==> config.mk <==
export PLATFORM = sky130hd
export DESIGN_NAME = duck_hit_detector
export DESIGN_NICKNAME = d
export VERILOG_FILES = /design/src/rtl/duck_hit_detector.sv
export SDC_FILE = /design/constraint.sdc
export NUM_CORES = 1
export LEC_CHECK = 0
export BUFFER_PORTS_ARGS = -buffer_cell sky130_fd_sc_hd__buf_2
export CAP_MARGIN = 0
export CORE_UTILIZATION = 32
export DETAILED_ROUTE_END_ITERATION = 10
export GPL_TIMING_DRIVEN = 0
export RECOVER_POWER = 25
export SYNTH_ARGS = -nofsm -noshare
export SYNTH_HDL_FRONTEND = slang
export SYNTH_SLANG_ARGS = --single-unit
==> constraint.sdc <==
create_clock -name pclk -period 7 [get_ports pclk]
set_input_delay 1.75 -clock pclk [delete_from_list [all_inputs] [get_ports pclk]]
set_output_delay 1.75 -clock pclk [all_outputs]
set_load 0.005 [all_outputs]
==> src/rtl/duck_hit_detector.sv <==
// Turns a raw left-button press into exactly one registered hit-or-miss pulse per press.
// It synchronises the button, snapshots the cursor and duck, runs a bounding-box test, then locks out.
//
// state   | meaning
// S_IDLE  | waiting for a synchronised press while game_on is high
// S_EVAL  | one cycle: bounding-box test on snapshotted coordinates, pulse registered
// S_COOL  | lockout: counter runs down, exit needs counter 0 and button released
module duck_hit_detector #(
    parameter int X_W      = 12,
    parameter int Y_W      = 12,
    parameter int DUCK_W   = 64,
    parameter int DUCK_H   = 64,
    parameter int COOLDOWN = 1024
) (
    input  logic           pclk,
    input  logic           rst,
    input  logic           mouse_left,
    input  logic [X_W-1:0] mouse_xpos,
    input  logic [Y_W-1:0] mouse_ypos,
    input  logic [X_W-1:0] duck_xpos,
    input  logic [Y_W-1:0] duck_ypos,
    input  logic           duck_active,
    input  logic           game_on,
    output logic           clicked_duck,
    output logic           missed_shot,
    output logic           busy
);

    localparam int CNT_W = (COOLDOWN > 1) ? $clog2(COOLDOWN) : 1;
    localparam logic [CNT_W-1:0] CNT_LOAD = CNT_W'(COOLDOWN - 1);

    typedef enum logic [1:0] {
        S_IDLE = 2'd0,
        S_EVAL = 2'd1,
        S_COOL = 2'd2
    } state_t;

    state_t           state_q, state_d;
    logic [CNT_W-1:0] cnt_q, cnt_d;
    logic             sync1_q, sync1_d;
    logic             sync2_q, sync2_d;
    logic             dly_q, dly_d;
    logic [X_W-1:0]   snap_mx_q, snap_mx_d;
    logic [Y_W-1:0]   snap_my_q, snap_my_d;
    logic [X_W-1:0]   snap_dx_q, snap_dx_d;
    logic [Y_W-1:0]   snap_dy_q, snap_dy_d;
    logic             snap_active_q, snap_active_d;
    logic             clicked_q, clicked_d;
    logic             missed_q, missed_d;

    logic             press;
    logic             hit;
    logic [X_W:0]     mx_ext, dx_ext, dx_end;
    logic [Y_W:0]     my_ext, dy_ext, dy_end;

    // One extra bit keeps the right/bottom bound from wrapping for a duck at the screen edge.
    always_comb begin
        mx_ext = {1'b0, snap_mx_q};
        dx_ext = {1'b0, snap_dx_q};
        dx_end = dx_ext + (X_W+1)'(DUCK_W);
        my_ext = {1'b0, snap_my_q};
        dy_ext = {1'b0, snap_dy_q};
        dy_end = dy_ext + (Y_W+1)'(DUCK_H);
        hit    = snap_active_q
               & (dx_ext <= mx_ext) & (mx_ext < dx_end)
               & (dy_ext <= my_ext) & (my_ext < dy_end);
    end

    assign press = sync2_q & ~dly_q;

    always_comb begin
        sync1_d       = mouse_left;
        sync2_d       = sync1_q;
        dly_d         = sync2_q;
        state_d       = state_q;
        cnt_d         = cnt_q;
        snap_mx_d     = snap_mx_q;
        snap_my_d     = snap_my_q;
        snap_dx_d     = snap_dx_q;
        snap_dy_d     = snap_dy_q;
        snap_active_d = snap_active_q;
        clicked_d     = 1'b0;
        missed_d      = 1'b0;
        case (state_q)
            S_IDLE: begin
                if (press && game_on) begin
                    snap_mx_d     = mouse_xpos;
                    snap_my_d     = mouse_ypos;
                    snap_dx_d     = duck_xpos;
                    snap_dy_d     = duck_ypos;
                    snap_active_d = duck_active;
                    state_d       = S_EVAL;
                end
            end
            S_EVAL: begin
                clicked_d = hit;
                missed_d  = ~hit;
                cnt_d     = CNT_LOAD;
                state_d   = S_COOL;
            end
            S_COOL: begin
                if (cnt_q != '0) begin
                    cnt_d = cnt_q - CNT_W'(1);
                end else if (!sync2_q) begin
                    state_d = S_IDLE;
                end
            end
            default: state_d = S_IDLE;
        endcase
    end

    // Synchroniser resets high so a button held through reset must be released before it counts.
    always_ff @(posedge pclk or negedge rst) begin
        if (!rst) begin
            sync1_q       <= 1'b1;
            sync2_q       <= 1'b1;
            dly_q         <= 1'b1;
            state_q       <= S_IDLE;
            cnt_q         <= '0;
            snap_mx_q     <= '0;
            snap_my_q     <= '0;
            snap_dx_q     <= '0;
            snap_dy_q     <= '0;
            snap_active_q <= 1'b0;
            clicked_q     <= 1'b0;
            missed_q      <= 1'b0;
        end else begin
            sync1_q       <= sync1_d;
            sync2_q       <= sync2_d;
            dly_q         <= dly_d;
            state_q       <= state_d;
            cnt_q         <= cnt_d;
            snap_mx_q     <= snap_mx_d;
            snap_my_q     <= snap_my_d;
            snap_dx_q     <= snap_dx_d;
            snap_dy_q     <= snap_dy_d;
            snap_active_q <= snap_active_d;
            clicked_q     <= clicked_d;
            missed_q      <= missed_d;
        end
    end

    assign clicked_duck = clicked_q;
    assign missed_shot  = missed_q;
    assign busy         = (state_q != S_IDLE);

endmodule

* After elaboration in Yosys (flattened, before gate mapping) *
Index checks and enable logic that the tools add are counted.

word-level totals
  word-level logic and storage cells = 48
  register bits = 66
  input port bits = 53
  memories kept = 0
  memory bits (read-only) = 0
  bits in latches = 0
  bits in writable memories = 0

cells by class
  multipliers = 0
  $add $sub $neg = 3
  equal/unequal tests = 6
  div/mod/pow operators = 0
  shifts and indexed selects = 0
  reductions and logical operators = 8
  order comparisons = 4
  muxes and demuxes = 8
  bitwise operators = 7

operators by type and width
  kind                                                                    count
  12-bit by 7-bit adder with 13-bit output (second input constant)        2
  12-bit by 13-bit < comparator with 1-bit output                         2
  12-bit less-or-equal comparator                                         2
  10-bit one-hot mux with 2 select lines                                  1
  10-bit two-way mux                                                      1
  10-bit nonzero test                                                     1
  10-bit by 1-bit subtractor with 10-bit output (second input constant)   1
  2-bit != test (second input constant)                                   4
  2-bit two-way mux                                                       3
  2-bit one-hot mux with 3 select lines                                   1
  1-bit bitwise AND                                                       5
  2-bit AND reduction                                                     2
  2-bit nonzero test                                                      2
  3-bit AND reduction                                                     1
  2-bit by 1-bit equality test with 1-bit output (second input constant)  1
  2-bit equality test (second input constant)                             1
  2-bit logical NOT                                                       1
  1-bit two-way mux                                                       2
  1-bit inverter                                                          2
  1-bit logical AND                                                       1

* Depth between registers and ports, before layout *
Gate-level depths: netlist (run 1).

  depth in word-level cells = 7
  mapped depth = 10

* Worst setup path before layout (run 1) *
Ideal clock, no wire load.

  path type = input to register
  start = input port game_on
  end = register snap_active_q
  stages = 4
  arrival = 2.610 ns
  setup slack = 4.265 ns
  cell sequence = and4b_1 -> clkbuf_1 -> buf_2 -> mux2_2

between the ends
  word-level cells in the longest chain between the ends = 2

ends and longest elaborated chain
  item                           line  text
  from (decl)                    23    input logic game_on,
  1-bit logical AND              86    if (press && game_on) begin
  2-bit AND reduction (no line)  n/a
  to (signal assigned)           137   snap_active_q <= snap_active_d;
  to (decl)                      47    logic snap_active_q, snap_active_d;

Every way passes these cells.
A chain may end at the register's enable or synchronous reset.

* Worst setup path in the final report (run 1) *
  start = register state_q[0]
  end = output port busy

between the ends
  word-level cells in the longest chain between the ends = 1

ends and longest elaborated chain
  item                    line  text
  from (decl)             38    state_t state_q, state_d;
  from (signal assigned)  131   state_q <= state_d;
  2-bit nonzero test      145   assign busy = (state_q != S_IDLE);
  to (decl)               26    output logic busy

Every way passes these cells.

==> results of run 1 <==
## layer usage
metal  wire length, um  up-vias  track usage [%]
met5                 0        -                0
met4               114        0             4.95
met3               450       14             4.81
met1              4120     1399             20.0
li1                  -     1463                -
met2              4020       67             24.3
## worst paths after layout
path | slack [ns] | from | depth (start not counted) | endpoint
min in group asynchronous | 1.52 | rst | 1 | snap_my_q[5]
worst max-delay path | 4.07 | state_q[0] | 2 | busy
worst min register to register | 0.36 | sync1_q | 0 | dly_d
worst min-delay path | 0.36 | sync1_q | 0 | dly_d
worst max register to register | 4.44 | snap_dx_q[6] | 9 | missed_shot
max in group asynchronous | 4.90 | rst | 1 | snap_mx_q[7]
## cell usage after synthesis, drive strengths merged (4+ instances only)
library cell / count / area share (%)
xnor2: 4 / 0.92
o211ai: 4 / 0.92
nand3: 14 / 2.0
nor2: 6 / 0.59
nor2b: 5 / 0.82
o21ai: 40 / 5.2
clkbuf: 4 / 0.39
a21o: 7 / 1.4
xor2: 9 / 2.1
a21oi: 20 / 2.6
and3: 4 / 0.66
mux2: 13 / 3.8
buf: 7 / 0.89
inv: 42 / 4.1
nand4: 5 / 0.82
ha: 51 / 17
nand2: 49 / 4.8
dfrtp: 63 / 41
nor3: 12 / 1.7
## kinds of logic after synthesis
group,after synthesis,synth area share (%)
mux,13,3.84
xor+xnor,13,2.98
compound gates,81,13.3
flops,66,43.4
simple gates,110,14.4
buf+inv,53,5.41
fa+ha+maj,51,16.7
## registers in the layout, summed over array words and instances (netlist names)
name,cells
dly_d,1
state_q,2
snap_my_q,12
snap_dy_q,12
cnt_q,10
dly_q,1
snap_mx_q,12
clicked_duck,1
snap_dx_q,12
missed_shot,1
snap_active_q,1
sync1_q,1
## area by class of cell
cell class	count	area, um2	area share (%)
buffer	11	48.8	1.07
clock buffer	12	256	5.64
clock inverter	4	50.0	1.10
inverter	42	158	3.47
multi-input combinational	268	1920	42.3
sequential	66	1660	36.4
tap	143	179	3.93
timing repair buffer	55	278	6.11
## worst max-delay path: cells and delay by family, from the launching register on
family	cells	cell delay (ns)
flops	1	0.41
simple gates	1	0.31
buf+inv	1	0.13
## power groups by stage
stage	combinational [mW]	clock (mW)	sequential, mW
after detailed placement	0.470	0	0.581
final	0.463	0.463	0.575
after global routing	0.540	0.489	0.592
after global placement	0.458	0	0.576
after CTS	0.476	0.474	0.577
after floorplan	0.364	0	0.558
## stage by stage
stage                     cells  setup slack, ns  utilization [%]  instance area (um2)  power (mW)
after global routing        601             4.02             39.5                 4550        1.62
after floorplan             387             4.26                -                 3820       0.922
after global placement      585             3.86             37.1                 4270        1.03
after CTS                   601             4.04             39.8                 4580        1.53
after detailed placement    585             3.90             37.1                 4270        1.05
final                       601             4.07             39.5                 4550        1.50
==> run summary, run 1 <==
Pint = 996 uW
Final setup vio count = 0
Sequential power share = 38.3%
Post-route ant nets = 0
Setup_tns = 0 ns
Clk_skew = 0.00402 ns
Residual DRC = 4
Syn avg cell area = 9.86 um2
P per Cell Area = 330 nW/um2
Ys flop type = dfrtp_1
Hold Path Class = reg2reg
Cell area after synthesis = 3820 um2
Leak = 2.23 nW
Total GRT Usage = 15.4%
Final Max Tran Viols = 0
Quantity of gates resized following cts = 0
Seq/Total Area, Yosys = 43.4%
Initial detailed-routing violation count = 141
WP data arrival = 1.18 ns
Syn Nets = 491
Dpl hpwl = 6340 um
RSZ-0062 raised after global routing = false
Net Sw Power = 504 uW
Setup Buffers After CTS = 0
# diodes = 0
Switching Share = 33.6%
Die Height = 111 um
Hold buffer count at cts = 0
EDFF count, synth = 0
CTS HTree Levels = 3
Slew @ Worst Pin = 0.863 ns
FFs w/ async S/R, synth = 100%
Slowest cell on crit path = dfrtp_1
Setup crit start kind = flip-flop
Final GP Congestion = 0.834
Area grow syn2layout = 19.2%
Row count = 39
Cells after Synth = 387
CTS clk-pin slew, worst paths = 0.06 ns
Register bit count reported by yosys = 66
Pin count of the biggest net entering global routing = 67
CP max FO = 6
Worst-Skew Late Latency = 0.33 ns
Nets = 557
TritonCTS Buffers = 9
Max frequency = 342 MHz
Outcome = finished, violations left
Vias = 2943
Starting density of the core = 33.1%
Port bufs = 55
Required @ worst endpoint = 5.25 ns
Core Footprint = 11500 um2
Final hold slack = 0.356 ns
Routed wire length = 8710 um
Max Cap Viol = 0
Final Hold Fails = 0
CTS Buffer Depth = 2
1st-pass router iterations = 8
Peak VDD IR = 0.131 mV
Die X-Extent = 111 um
Die area = 12400 um2
Crit. End Element = output pin
Synth warnings = 0
WL/cell = 14.5 um
Via-per-instance ratio = 4.90
Ports = 56
Clk sink count = 66
Commonest non-fill, non-tap cell in the layout = dfrtp_1
CP peak stage delay = 0.41 ns
Comb pwr share = 30.8%
Critical path, cell by cell = or2_2, buf_2
TritonCTS clock tree = built
Rel. slew slack = 42.5%
Most frequent cells in the layout = dfrtp_1 (63), buf_2 (60), ha_1 (51)
Fill cells = 1151
GR Overflow Total = 0
Clock Root Buffer = clkbuf_16
First-pass GRT wire length = 14800 um
Synth cell types = 41
Vias in the first global route = 3052
Failing checks = DRC
Initial antenna violation count = 0
Final worst-path cycle share = 41.8%
Layout cells sized above 1 = 21.2%
Clock power share = 30.8%
Final Critical Period = 2.93 ns
Crit Path Class = reg2out
Power figures use the tool's default switching activity.
==> run 2: changes to the inputs <==
ABC_AREA = 1   (was default)
clock period = 3 ns   (was 7 ns; I/O delays follow)
==> run summary, run 2 <==
TritonCTS Buffers = 9
Setup Buffers After CTS = 0
Initial detailed-routing violation count = 127
Setup crit start kind = flip-flop
Met1 Resource Use GR = 20.0%
Worst setup margin = 0.837 ns
Crit Path Class = reg2reg
Die Height = 114 um
Worst Reg-to-Reg Cells = 11
Layout cells sized above 1 = 14.8%
Clk sink count = 66
Residual DRC = 0
Clock power share = 31.1%
Die area = 12900 um2
GR Overflow Total = 0
Outcome = finished, violations left
Via-per-instance ratio = 4.38
Vias in the first global route = 3327
Dpl hpwl = 6870 um
Slew @ Worst Pin = 1.70 ns
Grt met2 use = 25.7%
Die X-Extent = 114 um
Post-synthesis mux area share = 0%
Total GRT Usage = 15.5%
CTS Buffer Depth = 2
Required @ worst endpoint = 3.25 ns
First-pass GRT wire length = 15500 um
Sequential power share = 36.6%
Synth warnings = 0
Nets = 672
Ys flop type = dfrtp_1
Synth area leader = dfrtp_1
Cell area after synthesis = 3980 um2
Max frequency = 462 MHz
Ranking of synthesized cells by area = dfrtp_1 (40%), ha_1 (16%), nand2_1 (15%), inv_1 (6.9%), o21ai_0 (5.4%)
EDFF count, synth = 0
Largest family of logic cells by synthesized area = simple AND/OR/NAND/NOR gates
CTS clk-pin slew, worst paths = 0.06 ns
WL/cell = 12.2 um
Synth cell types = 26
1st-pass router iterations = 4
Most frequent cells in the layout = nand2_1 (160), inv_1 (73), dfrtp_1 (63)
Post-Synth Adder-Cell Area = 16.0%
Slowest cell on crit path = dfrtp_1
Final Critical Period = 2.16 ns
Max Cap Viol = 1
Final GP Congestion = 0.808
Syn Nets = 606
Net Sw Power = 1.30 mW
CP max FO = 6
Starting density of the core = 33.0%
Syn avg cell area = 7.93 um2
Leak = 2.54 nW
Final setup vio count = 0
Failing checks = capacitance limit, slew limit
Setup_tns = 0 ns
RSZ-0062 raised after global routing = false
Initial antenna violation count = 0
Dpl ws = 0.848 ns
Commonest cells in the netlist = nand2_1 (160), inv_1 (73), dfrtp_1 (63), ha_1 (51), o21ai_0 (43)
Switching Share = 35.4%
Clk_skew = 0.00616 ns
Commonest non-fill, non-tap cell in the layout = nand2_1
Post-route ant nets = 0
CP peak stage delay = 0.46 ns
Pin count of the biggest net entering global routing = 67
Ports = 56
Routed wire length = 9040 um
WP data arrival = 2.42 ns
Seq/Total Area, Yosys = 41.6%
Most frequent cell after synthesis = nand2_1
Pint = 2.37 mW
P per Cell Area = 765 nW/um2
FFs w/ async S/R, synth = 100%
Critical path, cell by cell = nand3_1, nand3b_1, xor2_1, ha_1, nand3_1, a21oi_1, and2_1, o21ai_0, nand2_1, nor2_1, nor2_1
Most used routing layer = met2
Post-Synth XOR/XNOR Area = 2.42%
Final Max Tran Viols = 67
Quantity of gates resized following cts = 0
Synth Area in Simple Gates = 23.0%
Area grow syn2layout = 20.2%
Grt met3 use = 3.29%
Hold Crit Depth = 0
Core Footprint = 12100 um2
Vias = 3245
Worst-Skew Late Latency = 0.33 ns
Post-synthesis compound-gate area fraction = 8.71%
Hold Path Class = reg2reg
Peak VDD IR = 0.278 mV
Final worst-path cycle share = 72.1%
CTS HTree Levels = 3
Register bit count reported by yosys = 66
Port bufs = 55
Rel. slew slack = -13.2%
Final Hold Fails = 0
TritonCTS clock tree = built
Clock Root Buffer = clkbuf_16
Hold buffer count at cts = 0
# diodes = 0
Crit. End Element = flip-flop
Row count = 40
Comb pwr share = 32.3%
Share of the synthesized area in the top cell type = 39.6%
Fill cells = 1236
Cells after Synth = 502
run 2: path summary, 6_finish.rpt:
| kind | startpoint | endpoint | slack, ns |
|---|---|---|---|
| min in group asynchronous | rst | snap_my_q[5] | 0.85 |
| worst min register to register | sync1_q | dly_d | 0.36 |
| worst max-delay path | snap_dy_q[8] | missed_shot | 0.84 |
| max in group asynchronous | rst | snap_mx_q[5] | 1.12 |
| worst max register to register | snap_dy_q[8] | missed_shot | 0.84 |
| worst min-delay path | sync1_q | dly_d | 0.36 |
run 2: final cells by class:
cell class	instances	area (um2)	area share [%]
Clock buffer	9	225	4.71
Inverter	73	274	5.73
Clock inverter	7	93.8	1.96
Multi-Input combinational cell	352	1990	41.7
Tap cell	168	210	4.39
Buffer	11	55.1	1.15
Sequential cell	66	1660	34.6
Timing Repair Buffer	55	275	5.75
run 2: cells by family (layout without fill, tap and decap cells):
group	count (synthesis)	count (layout)
and+or+nand+nor	223	223
buffers and inverters	84	155
AOI/OAI and AO/OA	67	67
DFF	66	66
adders and majority gates	51	51
xor gates and xnor gates	11	11
run 2: layer usage:
metal,up-vias,share of wire (%),wire [um]
li1,1714,-,-
met2,55,47,4260
met3,8,4.4,401
met1,1468,47,4270
met5,-,0,0
met4,0,1.1,102
run 2: metrics by stage:
step	utilization [%]	power [mW]	instances	cell area (um2)	hold slack, ns
global placement	37.0	2.49	725	4460	0.346
global route	39.7	4.00	741	4780	0.368
detailed placement	37.0	2.54	725	4470	0.347
floorplan	-	2.22	502	3980	0.345
finish	39.7	3.66	741	4780	0.360
CTS	39.7	3.71	741	4790	0.356
run 2: power groups by stage:
stage	clock, mW	sequential [mW]	combinational, mW
2_1_floorplan	0	1.30	0.921
3_3_place_gp	0	1.34	1.14
3_5_place_dp	0	1.35	1.19
4_1_cts	1.17	1.34	1.20
5_1_grt	1.21	1.38	1.42
6_report	1.14	1.34	1.18
run 2: critical path: cells and delay by family, from the launching register on:
| family | cells | cell delay, ns |
|---|---|---|
| and+or+nand+nor | 7 | 0.89 |
| AOI/OAI and AO/OA | 2 | 0.25 |
| DFF | 1 | 0.46 |
| adders and majority gates | 1 | 0.30 |
| xor gates and xnor gates | 1 | 0.17 |
